## src/rtl/h14tx_tmds_channel.sv

```systemverilog
// One TMDS channel encoder: 8b/10b video data with DC balancing, control and guard-band symbols.
// Latency 2 clk (3 clk with H14TX_TMDS_OUT_REG_EN); one symbol per clk, no backpressure.
module h14tx_tmds_channel #(
  parameter int ChannelIndex = 0
) (
  input  logic       clk,
  input  logic       rst_n,
  input  logic [2:0] period,
  input  logic [7:0] data,
  input  logic [1:0] ctrl,
  output logic [9:0] tmds
);

  // period_t encoding shared with h14tx_timings_top; codes 4..7 are data-island periods.
  localparam logic [2:0] PeriodControl       = 3'd0;
  localparam logic [2:0] PeriodVideoPreamble = 3'd1;
  localparam logic [2:0] PeriodVideoGuard    = 3'd2;
  localparam logic [2:0] PeriodVideoData     = 3'd3;

  localparam logic [9:0] SymCtrl00 = 10'b1101010100;
  localparam logic [9:0] SymCtrl01 = 10'b0010101011;
  localparam logic [9:0] SymCtrl10 = 10'b0101010100;
  localparam logic [9:0] SymCtrl11 = 10'b1010101011;
  localparam logic [9:0] SymGuard  = (ChannelIndex == 1) ? 10'b0100110011 : 10'b1011001100;

  logic [3:0] n1d;
  logic       use_xnor;
  logic [8:0] qm;

  logic [8:0] s1_qm;
  logic [2:0] s1_period;
  logic [1:0] s1_ctrl;

  logic [3:0]        n1;
  logic [3:0]        n0;
  logic signed [5:0] diff;
  logic signed [5:0] cnt;
  logic signed [5:0] cnt_nxt;
  logic [9:0]        sym_nxt;
  logic [9:0]        s2_tmds;

  always_comb begin
    n1d = '0;
    for (int i = 0; i < 8; i++) n1d = n1d + {3'b000, data[i]};
    use_xnor = (n1d > 4'd4) || ((n1d == 4'd4) && !data[0]);
    qm = '0;
    qm[0] = data[0];
    for (int i = 1; i < 8; i++) qm[i] = use_xnor ? ~(qm[i-1] ^ data[i]) : (qm[i-1] ^ data[i]);
    qm[8] = ~use_xnor;
  end

  always_ff @(posedge clk or negedge rst_n) begin
    if (!rst_n) begin
      s1_qm     <= '0;
      s1_period <= PeriodControl;
      s1_ctrl   <= '0;
    end else begin
      s1_qm     <= qm;
      s1_period <= period;
      s1_ctrl   <= ctrl;
    end
  end

  always_comb begin
    n1 = '0;
    for (int i = 0; i < 8; i++) n1 = n1 + {3'b000, s1_qm[i]};
    n0      = 4'd8 - n1;
    diff    = signed'({2'b00, n1}) - signed'({2'b00, n0});
    sym_nxt = SymCtrl00;
    cnt_nxt = '0;
    case (s1_period)
      PeriodVideoGuard: sym_nxt = SymGuard;
      PeriodVideoData: begin
        if ((cnt == 6'sd0) || (n1 == n0)) begin
          sym_nxt = {~s1_qm[8], s1_qm[8], s1_qm[8] ? s1_qm[7:0] : ~s1_qm[7:0]};
          cnt_nxt = s1_qm[8] ? (cnt + diff) : (cnt - diff);
        end else if (((cnt > 6'sd0) && (n1 > n0)) || ((cnt < 6'sd0) && (n0 > n1))) begin
          sym_nxt = {1'b1, s1_qm[8], ~s1_qm[7:0]};
          cnt_nxt = cnt + signed'({4'b0000, s1_qm[8], 1'b0}) - diff;
        end else begin
          sym_nxt = {1'b0, s1_qm[8], s1_qm[7:0]};
          cnt_nxt = cnt + diff - signed'({4'b0000, ~s1_qm[8], 1'b0});
        end
      end
      default: begin
        // Preamble and data-island periods also send control symbols.
        case (s1_ctrl)
          2'b00:   sym_nxt = SymCtrl00;
          2'b01:   sym_nxt = SymCtrl01;
          2'b10:   sym_nxt = SymCtrl10;
          default: sym_nxt = SymCtrl11;
        endcase
      end
    endcase
  end

  always_ff @(posedge clk or negedge rst_n) begin
    if (!rst_n) begin
      cnt     <= '0;
      s2_tmds <= SymCtrl00;
    end else begin
      cnt     <= cnt_nxt;
      s2_tmds <= sym_nxt;
    end
  end

`ifdef H14TX_TMDS_OUT_REG_EN
  logic [9:0] s3_tmds;

  always_ff @(posedge clk or negedge rst_n) begin
    if (!rst_n) s3_tmds <= SymCtrl00;
    else        s3_tmds <= s2_tmds;
  end

  assign tmds = s3_tmds;
`else
  assign tmds = s2_tmds;
`endif

endmodule

```

## config.mk

```make
export PLATFORM = sky130hd
export DESIGN_NAME = h14tx_tmds_channel
export DESIGN_NICKNAME = d
export VERILOG_FILES = /design/src/rtl/h14tx_tmds_channel.sv
export SDC_FILE = /design/constraint.sdc
export NUM_CORES = 1
export LEC_CHECK = 0
export CAP_MARGIN = 20
export CORE_MARGIN = 3
export CORE_UTILIZATION = 55
export CTS_BUF_LIST = sky130_fd_sc_hd__clkbuf_8
export CTS_CLUSTER_SIZE = 16
export DETAILED_ROUTE_END_ITERATION = 8
export PLACE_DENSITY = 0.78
export RECOVER_POWER = 100
export SYNTH_ARGS = -nofsm -noshare
export SYNTH_HDL_FRONTEND = slang
export SYNTH_SLANG_ARGS = --single-unit
```

## constraint.sdc

```tcl
create_clock -name clk -period 6.87 [get_ports clk]
set_clock_uncertainty 0.05 [all_clocks]
set_input_delay 1.374 -clock clk [delete_from_list [all_inputs] [get_ports clk]]
set_output_delay 1.374 -clock clk [all_outputs]
set_load 0.05 [all_outputs]
```

After elaboration in Yosys (flattened, before gate mapping)
Index checks and enable logic that the tools add are counted.

word-level totals
  input bits = 15
  output and inout bits = 10
  word-level logic and storage cells = 79
  register bits = 30

cells by class
  add/subtract/negate cells = 21
  muxes and demuxes = 16
  equal/unequal tests = 6
  reductions and logical operators = 9
  magnitude comparators = 5
  bitwise gates (word level) = 17

operators with widths
  cell                                                           number
  adder 4 x 1 -> 4 bit                                           8
  one-hot mux 10 bit (3 select lines)                            1
  two-way mux 6 bit                                              4
  two-way mux 10 bit                                             2
  one-hot mux 10 bit (2 select lines)                            1
  subtractor 6 x 5 -> 6 bit                                      2
  inverter 1 bit                                                 9
  adder 3 x 1 -> 4 bit                                           2
  greater-than comparator 4 bit                                  2
  two-way mux 8 bit                                              1
  inverter 8 bit                                                 1
  two-way mux 1 bit                                              7
  bitwise XOR 1 bit                                              7
  adder 2 x 1 -> 3 bit                                           2
  adder 6 x 3 -> 6 bit                                           1
  adder 6 x 5 -> 6 bit                                           1
  equality test 3 x 2 -> 1 bit, second input constant            2
  greater-than comparator 6 x 1 -> 1 bit, second input constant  1
  zero test 6 bit                                                1
  < comparator 6 x 1 -> 1 bit, second input constant             1
  subtractor 6 x 3 -> 6 bit                                      1
  subtractor 4 x 4 -> 5 bit                                      1
  adder 1 x 1 -> 2 bit                                           2
  equality test 4 x 3 -> 1 bit, second input constant            1
  other kinds (9)                                                13

Longest topological paths before layout
  depth after elaboration = 29
  gate-level depth with buffers = 22
  gate-level depth less buffers = 22

Least setup slack after synthesis
OpenSTA, ideal clock, no wires.

  path type = register -> register
  start point = reg s1_qm[0]
  end point = reg cnt[5]
  stages on the path, launching flop included = 21
  data arrival time = 5.422 ns
  data required time = 6.741 ns
  path buffers = 0
  setup slack = 1.319 ns
  cell sequence = dfrtp_1 inv_1 fa_1 fa_1 fa_1 inv_1 ha_1 fa_1 or2_2 ha_1 or3_1 o21ai_0 inv_1 ha_1 fa_1 nor2_1 a21oi_1 xor2_1 and3_1 a211oi_1 mux2i_1

on the way
  cells in the longest elaborated chain, start to end = 14

ends and longest elaborated chain
  item                                                                               RTL line    source
  from (decl)                                                                        30          logic [8:0] s1_qm;
  from (signal assigned)                                                             58          s1_qm <= qm;
  adder 1 x 1 -> 2 bit *                                                             66          for (int i = 0; i < 8; i++) n1 = n1 + {3'b000, s1_qm[i]};
  adder 2 x 1 -> 3 bit *                                                             66
  adder 3 x 1 -> 4 bit *                                                             66
  adder 4 x 1 -> 4 bit * (4 in series)                                               66
  subtractor 4 bit                                                                   67          n0 = 4'd8 - n1;
  subtractor 4 x 4 -> 5 bit / greater-than comparator 4 bit (equally long branches)  68, 77
  adder 6 x 5 -> 6 bit / logical AND 1 bit (equally long branches)                   76, 82, 77
  subtractor 6 x 3 -> 6 bit / logical OR 1 bit (equally long branches)               82, 77
  two-way mux 6 bit                                                                  77          end else if (((cnt > 6'sd0) && (n1 > n0)) || ((cnt < 6'sd0) && (n0 > n1))) begin
  two-way mux 6 bit *                                                                74          if ((cnt == 6'sd0) || (n1 == n0)) begin
  two-way mux 6 bit *                                                                71          case (s1_period)
  via cnt_nxt[5]                                                                     38          logic signed [5:0] cnt_nxt;
  to (signal assigned)                                                               102         cnt <= cnt_nxt;
  to (decl)                                                                          37          logic signed [5:0] cnt;

The timed path passes the listed nets; every way through them passes the cells marked *.

Worst setup path after layout
  start point = reg s1_qm[0]
  end point = reg s2_tmds[0] (netlist: tmds[0])

on the way
  cells in the longest elaborated chain, start to end = 14

ends and longest elaborated chain
  item                                   RTL line  source
  adder 1 x 1 -> 2 bit                   66
  adder 2 x 1 -> 3 bit                   66
  adder 3 x 1 -> 4 bit                   66
  adder 4 x 1 -> 4 bit (4 in series)     66
  subtractor 4 bit                       67
  greater-than comparator 4 bit          77
  logical AND 1 bit                      77
  logical OR 1 bit                       77
  two-way mux 10 bit                     77
  two-way mux 10 bit *                   74
  one-hot mux 10 bit (2 select lines) *  71
  via sym_nxt[0]                         39        logic [9:0] sym_nxt;
  to (signal assigned)                   100       s2_tmds <= SymCtrl00;
  to (signal assigned)                   103       s2_tmds <= sym_nxt;
  to (decl)                              40        logic [9:0] s2_tmds;

Marked as above.

==> results_dict.tcl <==
set metrics [dict create \
    status "finished, violations left" \
    violations "capacitance limit, slew limit" \
    cts.sinks 30 \
    die_h_um 72.2 \
    drive_above_1_share_pct 7.43 \
    fin_setup_tns_ns 0 \
    viasPerCell 5.35 \
    synthSimpleGateAreaFrac_pct 9.62 \
    antenna_left 0 \
    cts_tree "yes" \
    ys_top_cells_by_area "dfrtp_1 26%, ha_1 14%, fa_1 11%, xnor2_1 6.9%, inv_1 5.9%" \
    place_congestion 0.824 \
    cts_buffer_depth 2 \
    synth_xor_area_share_pct 11.6 \
    cts_root_buf "clkbuf_8" \
    cts.clk_slew.worst_paths_ns 0.07 \
    synth.mux.area_fraction_pct 3.79 \
    synthCells 239 \
    coreArea_mm2 0.00412 \
    ys_seq_area_share_pct 31.4 \
    cp.arrival_ns 6.21 \
    vias 1706 \
    wl_per_cell_um 14.5 \
    start_util_pct 58.5 \
    synth.net_count 293 \
    finalSetupViolCount 0 \
    synth_top_cell_by_area "dfrtp_1" \
    grt_use_total_pct 20.3 \
    period_minus_slack_ns 6.13 \
    cts_hold_buf 0 \
    first_pass_iters 4 \
    ctsHtreeMaxLevel 2 \
    synthDistinctLibCells 45 \
    crit_fanout 8 \
    die_w_um 72.2 \
    timing.fmax_ghz 0.163 \
    slew_viol_final 31 \
    end_kind "flip-flop" \
    hold_violations 0 \
    synthAdderAreaFrac_pct 24.3 \
    finalWirelength_um 4620 \
    insertion_delay_ns 0.29 \
    grt_max_degree 31 \
    hpwl_um 3730 \
    rows 23 \
    place.port_buffers 24 \
    ctsResizeCount 0 \
    tightest_slew_ns 1.53 \
    io_pins 25 \
    hp-class "flip-flop to flip-flop" \
    synth_warnings 0 \
    drt_iter0_markers 127 \
    synth_top_family_by_area "adder cells" \
    grt_setup_unrepaired "no" \
    antenna-diode-count 0 \
    antenna_found_initial 0 \
    synth.top_cell.area_share_pct 26.0 \
    grt_pass1_wl_um 8060 \
    syn2layout_area_growth_pct 17.3 \
    fin_nets 322 \
    finalCritPeriodShare_pct 89.3 \
    crit_type "flip-flop to flip-flop" \
    cp-start-kind "flip-flop" \
    cts_made_buffers 5 \
    grt.overflow.total 0 \
    grt_pass1_vias 1728 \
    die-area_mm2 0.00521 \
    cp.required_ns 6.95 \
    fillers 316 \
    synth_compound_area_share_pct 12.3 \
    drcViolationCount 0 \
    synth_area_mm2 0.00241 \
    drv_cap 1 \
    synth-seq-cells 30 \
    postSynthAreaPerCell_um2 10.1 \
    max_slew_margin_pct -2.09 \
    cts_setup_buffers 0 \
]
[critical path, stage by stage, from the launching register on]
cell and delay, ns:
dfrtp_1 0.35, inv_1 0.07, fa_1 0.56, fa_1 0.44, fa_1 0.50, inv_1 0.04, ha_1 0.20, fa_1 0.57
or2_2 0.34, ha_1 0.35, or3_1 0.42, o211a_1 0.15, a211oi_1 1.11, mux2_1 0.50, xnor2_1 0.19, o21ai_0 0.13
[through the flow]
step / util, % / std cells / setup slack [ns] / instance area, µm² / hold WS [ns]
after floorplan: - / 239 / 1.32 / 2410 / 0.435
after global placement: 65.6 / 311 / 1.17 / 2700 / 0.468
after detailed placement: 65.6 / 311 / 0.965 / 2700 / 0.467
after CTS: 69.0 / 319 / 0.911 / 2840 / 0.484
after global routing: 68.6 / 319 / 0.485 / 2820 / 0.525
final: 68.6 / 319 / 0.738 / 2820 / 0.481
[routing by layer]
metal | share of wire, % | global-route usage, % | vias to the layer above | routed length, µm
met5 | 0 | 0 | - | 0
met4 | 1.8 | 7.10 | 0 | 82
met3 | 5.2 | 4.99 | 8 | 241
met2 | 47 | 32.1 | 42 | 2190
met1 | 46 | 27.4 | 804 | 2100
li1 | - | - | 852 | -
[cell usage after synthesis]
master      n
a32o_1      1
fa_1       13
xnor2_1    19
nor2_1     14
xor2_1     11
mux2_1      1
o32ai_1     1
nand2_1     5
a31oi_1     1
and4_1      2
nand3b_1    1
dfrtp_1    25
a21o_1      2
a31oi_2     1
o21bai_1    3
a21oi_1    13
a211oi_4    1
or2_2       3
a211oi_1    3
and3_1      2
mux2i_1     8
o211a_1     1
xnor2_2     1
nor3b_1     1
nand4bb_1   1
o31ai_1     2
or3_1       1
o32a_1      1
buf_6       1
inv_2       1
o21ai_1     4
and2_1      1
dfstp_2     5
o21ba_2     1
nor2b_1     2
ha_1       26
clkbuf_1    1
o21ai_0     8
nand3_1     3
inv_1      38
buf_2       1
nor3_1      4
a221oi_1    1
nor4_1      1
nand2b_1    3
[final cells by class]
type                    count  area [µm²]  area share, %
well taps                  50        62.6           2.22
repair buffers             25         244           8.64
clock buffers               6        82.6           2.92
multi-input cells         167        1470           52.1
clock inverters             2        60.1           2.13
flip-flops and latches     30         757           26.8
inverters                  39         146           5.18
[registers in the layout (all words and copies together) (netlist names)]
signal and count:
s1_ctrl 2, s1_qm 9, cnt 6, s1_period 3, tmds 10
[layout by cell type, fill, tap and decap left out, types with 3 or more instances in the layout]
cell,n
a211oi_1,4
a21oi_1,13
clkbuf_8,6
clkdlybuf4s50_1,7
dfrtp_1,25
dfstp_2,5
dlygate4sd3_1,17
fa_1,13
ha_1,26
inv_1,38
mux2i_1,8
nand2_1,5
nand2b_1,3
nand3_1,3
nor2_1,14
nor3_1,4
o21ai_0,12
o21bai_1,3
or2_2,3
xnor2_1,19
xor2_1,11
[kinds of logic (layout without fill, tap and decap cells)]
logic type	after synthesis	in the layout
compound gates	44	44
xor+xnor	31	31
fa+ha+maj	39	39
buf+inv	42	72
flops	30	30
mux	9	9
simple gates	44	44
[path summary, 6_finish.rpt]
path / cells after the start / startpoint / slack, ns / endpoint
worst max-delay path: 15 / s1_qm[0]$_DFF_PN0_ / 0.74 / tmds[0]$_DFF_PN0_
worst min-delay path: 1 / cnt[0]$_DFF_PN0_ / 0.48 / cnt[0]$_DFF_PN0_
worst max register to register: 15 / s1_qm[0]$_DFF_PN0_ / 0.74 / tmds[0]$_DFF_PN0_
worst min register to register: 1 / cnt[0]$_DFF_PN0_ / 0.48 / cnt[0]$_DFF_PN0_
max in group asynchronous: 2 / rst_n / 3.92 / s1_qm[2]$_DFF_PN0_
min in group asynchronous: 2 / rst_n / 1.94 / tmds[5]$_DFF_PN0_
Power is left out: the tool's default activity adds up to more than one toggle a clock period on the data nets, which glitch-free logic cannot reach.
